File: src/rtl/modport_shifter_pkg.sv
// Shared types, default sizing and golden shift function for the barrel shifter.
// Latency: n/a (declarations only).
// Backpressure: n/a (declarations only).
package modport_shifter_pkg;

  localparam int WIDTH_DEF   = 4;
  localparam int SHIFT_W_DEF = $clog2(WIDTH_DEF);

  typedef enum logic {
    DIR_LEFT  = 1'b0,
    DIR_RIGHT = 1'b1
  } dir_e;

  // Golden logical shift at the default width: zero fill on both sides, no rotation.
  function automatic logic [WIDTH_DEF-1:0] shift_ref(
    input logic [WIDTH_DEF-1:0]   data,
    input logic [SHIFT_W_DEF-1:0] shift,
    input dir_e                   dir
  );
    if (dir == DIR_RIGHT) begin
      return data >> shift;
    end
    return data << shift;
  endfunction

endpackage

File: src/rtl/modport_shift_core.sv
// Combinational log-stage logical shifter: stage k moves the word by 2^k when shift[k] is set.
// Latency: 0 cycles (pure combinational).
// Backpressure: none; output tracks inputs continuously.
module modport_shift_core
  import modport_shifter_pkg::*;
#(
  parameter int WIDTH = WIDTH_DEF
) (
  input  logic [WIDTH-1:0]         data,
  input  logic [$clog2(WIDTH)-1:0] shift,
  input  dir_e                     dir,
  output logic [WIDTH-1:0]         shifted
);

  localparam int SHIFT_W = $clog2(WIDTH);

  // stage[0] is the raw operand; stage[SHIFT_W] is the fully shifted word.
  logic [SHIFT_W:0][WIDTH-1:0] stage;

  assign stage[0] = data;

  for (genvar k = 0; k < SHIFT_W; k++) begin : g_stage
    localparam int STEP = 1 << k;
    logic [WIDTH-1:0] moved;
    // Both directions shift in zeros, so vacated bits never carry stale data.
    assign moved        = (dir == DIR_RIGHT) ? (stage[k] >> STEP) : (stage[k] << STEP);
    assign stage[k+1]   = shift[k] ? moved : stage[k];
  end

  assign shifted = stage[SHIFT_W];

endmodule

File: src/rtl/modport_shifter.sv
// Registered logical barrel shifter; zero-fills vacated bits in either direction.
// Latency: 1 cycle from sampled operands to result; throughput one operation per cycle.
// Backpressure: none; every edge accepts new operands, synchronous reset clears result.
module modport_shifter
  import modport_shifter_pkg::*;
#(
  parameter  int WIDTH   = WIDTH_DEF,
  localparam int SHIFT_W = $clog2(WIDTH)
) (
  input  logic               clk,
  input  logic               rst,
  input  logic [WIDTH-1:0]   data,
  input  logic [SHIFT_W-1:0] shift,
  input  logic               dir,
  output logic [WIDTH-1:0]   result
);

  logic [WIDTH-1:0] shifted;
  logic [WIDTH-1:0] result_d;
  logic [WIDTH-1:0] result_q;

  modport_shift_core #(
    .WIDTH (WIDTH)
  ) u_core (
    .data    (data),
    .shift   (shift),
    .dir     (dir_e'(dir)),
    .shifted (shifted)
  );

  // Reset wins over the shifted operand so an in-flight result is dropped.
  always_comb begin
    result_d = shifted;
    if (rst) begin
      result_d = '0;
    end
  end

  // Output register: the only state in the block, which keeps inputs off a comb path to result.
  always_ff @(posedge clk) begin
    result_q <= result_d;
  end

  assign result = result_q;

endmodule

File: config.mk
export PLATFORM = sky130hd
export DESIGN_NAME = modport_shifter
export DESIGN_NICKNAME = d
export VERILOG_FILES = /design/src/rtl/modport_shifter_pkg.sv /design/src/rtl/modport_shift_core.sv /design/src/rtl/modport_shifter.sv
export SDC_FILE = /design/constraint.sdc
export NUM_CORES = 1
export LEC_CHECK = 0
export CORE_AREA = 2 2 39 41
export CTS_BUF_LIST = sky130_fd_sc_hd__clkbuf_4
export DETAILED_ROUTE_END_ITERATION = 16
export DIE_AREA = 0 0 41 43
export PLACE_DENSITY = 0.55
export REMOVE_ABC_BUFFERS = 1
export SYNTH_ARGS = -nofsm -noshare
export SYNTH_HDL_FRONTEND = slang
export SYNTH_SLANG_ARGS = --single-unit
File: constraint.sdc
create_clock -name clk -period 1.2 [get_ports clk]
set_input_delay 0.36 -clock clk [delete_from_list [all_inputs] [get_ports clk]]
set_output_delay 0.36 -clock clk [all_outputs]
set_load 0.005 [all_outputs]
== Word-level counts from Yosys, hierarchy flattened ==
Cells that the tools add are included.

* Bits in registers: 4
* Word-level logic and storage cells: 5
* Input port bits: 9
* Output and inout port bits: 4

* Muxes and demuxes: 4

{| class="wikitable"
|+ Operator list
! cell !! count
|-
| 2-to-1 mux 4 bit || 4
|}

== Logic depth before layout (Yosys ltp) ==
* Depth after elaboration: 4
* Depth in mapped cells: 4
* Mapped depth without buffers: 3

== Modules after synthesis ==
Synthesis repeated with hierarchy kept, for this count alone.

* Cell total of the unflattened synthesis: 29
* Area, all modules: 282.8 um2

{| class="wikitable"
|+ By module, submodules not included
! module !! cells each !! area an instance (um2) !! instances !! seq. area each (um2)
|-
| modport_shift_core || 21 || 177.7 || 1 || 0.0
|-
| modport_shifter || 8 || 105.1 || 1 || 80.1
|}

== Least setup slack after synthesis ==
OpenSTA, ideal clock, no wires.

* Path type: input to register
* Start: in shift[0]
* End: reg result_q[0] (netlist: result[0])
* Setup slack: 0.176 ns
* Arrival time: 0.938 ns
* Stages on the path: 4
* Cells stage by stage: buf_6 -> mux2_4 -> nand2_2 -> a221oi_2

* Cells in the longest elaborated chain, start to end: 3

{| class="wikitable"
|+ Ends and longest elaborated chain
! element !! line !! RTL
|-
| start, declared || modport_shifter.sv:13 || <nowiki>input logic [SHIFT_W-1:0] shift,</nowiki>
|-
| 2-to-1 mux 4 bit (*) || modport_shift_core.sv:27 || <nowiki>assign stage[k+1] = shift[k] ? moved : stage[k];</nowiki>
|-
| 2-to-1 mux 4 bit || modport_shift_core.sv:26 || <nowiki>assign moved = (dir == DIR_RIGHT) ? (stage[k] >> STEP) : (stage[k] << STEP);</nowiki>
|-
| 2-to-1 mux 4 bit (*) || modport_shift_core.sv:27 ||
|-
| end signal, assigned || modport_shifter.sv:41 || <nowiki>result_q <= result_d;</nowiki>
|-
| end, declared || modport_shifter.sv:20 || <nowiki>logic [WIDTH-1:0] result_q;</nowiki>
|}

Mark *: on every way between the ends. The rest lies on a longest branch, timed or not.
A chain may end at the register's enable or synchronous reset.

== Final worst setup path ==
* Start: in data[1]
* End: reg result_q[3] (netlist: result[3])

* Cells in the longest elaborated chain, start to end: 3

{| class="wikitable"
|+ Ends and longest elaborated chain
! element !! line !! RTL
|-
| start, declared || modport_shifter.sv:12 || <nowiki>input logic [WIDTH-1:0] data,</nowiki>
|-
| 2-to-1 mux 4 bit || modport_shift_core.sv:27 ||
|-
| 2-to-1 mux 4 bit || modport_shift_core.sv:26 ||
|-
| 2-to-1 mux 4 bit || modport_shift_core.sv:27 ||
|}

No other way between the ends.

==> results.py <==
metrics = {
    "power": {
        "p_per_area_nw_per_um2": 901,
        "p_int_w": 0.000317,
        "p_seq_share_pct": 34.6,
        "switching_share_pct": 23.8,
        "comb_power_share_pct": 26.0,
        "p_clk_share_pct": 39.4,
        "power.leakage_nw": 0.223,
        "switching_power_w": 0.0000991,
        "ir_drop_mv": 0.237,
    },
    "min_path": {
        "hold_class": "input port to register",
        "hold_start": "shift[1]",
    },
    "flow_run": {
        "maxCapViolCount": 0,
    },
    "placed_design": {
        "post-place-ws_ps": -363,
        "hpwlAfterDp_um": 481,
        "io_buffers": 12,
        "finalWeightedCongestion": 0.828,
        "dpl_cell_area_um2": 423,
    },
    "floorplan": {
        "rows": 14,
        "core_um2": 1380,
        "initial_core_util_pct": 20.2,
        "die_w_um": 41,
        "dieArea_um2": 1760,
        "io_pins": 13,
        "die_y_um": 43,
    },
    "clocking": {
        "cts_setup_buffers": 0,
        "htree_levels": 1,
        "numCtsBuffers": 3,
        "cts.path.max_buffers": 2,
        "cts_sinks": 4,
        "clkTransAtPathRegs_ps": 40,
        "postCtsHoldBufs": 0,
        "cts_tree": "yes",
        "cts_root_buf": "clkbuf_4",
    },
    "final_layout": {
        "final_cell_mix": "dlygate4sd2_1, buf_4, dfxtp_1",
        "diodes": 0,
        "layout.cells.most_common": "dlygate4sd2_1",
        "area_delta_synth_final_pct": 65.5,
        "postLayoutCellArea_um2": 462,
        "nets": 59,
        "drive_gt1_share_pct": 31.3,
        "largest_reg_flops": 4,
    },
    "sta": {
        "final-setup-viol-count": 0,
        "fin_crit_ps": 1140,
        "rsz0062_at_grt": "no",
        "slew_headroom_pct": 82.7,
        "max_freq_ghz": 0.877,
        "fin_ws_ps": 60.1,
        "drv_slew": 0,
        "finalHoldWorstSlack_ps": 525,
        "fin_crit_sh_pct": 95.0,
        "worstMarginPinSlew_ps": 258,
        "final-hold-violation-count": 0,
    },
    "setup_path": {
        "start_kind": "input port",
        "crit_path_top_delay_cell": "clkdlybuf4s50_1",
        "crit_type": "input port to register",
        "crit_required_ps": 1350,
        "end_kind": "register",
        "crit_start": "data[1]",
        "critPathTopFamily": "buffers and inverters",
        "cp.arrival_ps": 1290,
        "slowest_delay_ps": 520,
        "worstPathCellList": "clkdlybuf4s50_1 > mux2i_1 > o21a_1 > nor3_1",
        "cp_max_fo": 4,
        "worst-path-buf-inv": 1,
    },
    "global_routing": {
        "antenna_found_initial": 0,
        "grt_use_total_pct": 9.01,
        "grt_pass1_vias": 261,
        "grt_max_degree": 7,
        "grt_pass1_wl_um": 1060,
        "overflow": 0,
    },
    "route": {
        "drt_first_pass_iters": 4,
        "antenna_left": 0,
        "vias": 282,
        "vias_per_cell": 4.41,
        "drtIter0Drc": 1,
        "routedWlPerCell_um": 10.3,
        "drc": 0,
        "wl_um": 658,
    },
    "synthesis": {
        "syn-cell-area_um2": 279,
        "syn-mean-instance-area_um2": 9.00,
        "yosysSeqAreaShare_pct": 28.7,
        "yosysWarnings": 0,
        "synth_largest_area_cell": "dfxtp_1",
        "ys_seq_elements": 4,
        "synth_async_sr_flop_share_pct": 0,
        "synthCells": 31,
        "synth_top_area_share_pct": 28.7,
        "synth_edf_count": 0,
        "synth_area_leaders": "dfxtp_1, nor2b_1, a21oi_1",
        "synth.distinct_cells": 23,
        "synth_ff_type": "dfxtp_1",
    },
    "run_status": {
        "status": "completed",
    },
}
## metal layers
layer,vias up,track usage [%],routed length [um]
li1,146,-,-
met1,125,11.8,294
met2,11,11.9,313
met3,0,1.57,50
met4,0,8.00,0
met5,-,0,0
## final cells by class
| cell class | count | area, um2 |
|---|---|---|
| Fill cell | 145 | 922 |
| Sequential cell | 4 | 80.1 |
| Multi-Input combinational cell | 23 | 185 |
| Timing Repair Buffer | 16 | 146 |
| Clock buffer | 3 | 22.5 |
| Tap cell | 16 | 20.0 |
| Inverter | 2 | 7.51 |
## synthesized netlist by cell type, types with 2 or more instances
library cell and number:
inv_1 2, dfxtp_1 4, nor2b_1 3, a21oi_1 3
## worst paths after layout
path	end	slack, ps	cells past startpoint
hold / removal	result[0]	530	3
setup / recovery	result[3]	60	4
## timing repair
action	in CTS	in global routing
gates cloned	0	0
pin swaps	0	2
setup endpoints to repair	8	3
resized for setup	8	6
## cell families (layout without fill, tap and decap cells)
kind of cell	count (synthesis)	after routing	share of synthesized area (%)
flops	4	4	28.7
compound gates	9	9	23.3
mux	3	3	13.0
simple gates	11	11	22.9
buf+inv	4	21	12.1
## per-stage QoR
step	total power, W	std cells	TNS, ps	util [%]
3_3_place_gp	0.000258	61	-1380	30.6
3_5_place_dp	0.000257	61	-1360	30.6
5_1_grt	0.000443	64	0	33.4
4_1_cts	0.000422	64	0	31.9
2_1_floorplan	0.000185	29	0	-
6_report	0.000416	64	0	33.4
## power groups by stage
stage	Sequential, W	Clock (W)	Combinational [W]
after floorplan	0.000148	0	0.0000368
after global placement	0.000146	0	0.000112
after detailed placement	0.000146	0	0.000111
after CTS	0.000144	0.000175	0.000103
after global routing	0.000144	0.000179	0.000120
final	0.000144	0.000164	0.000108
No activity file was read; power rests on OpenSTA's default activity.
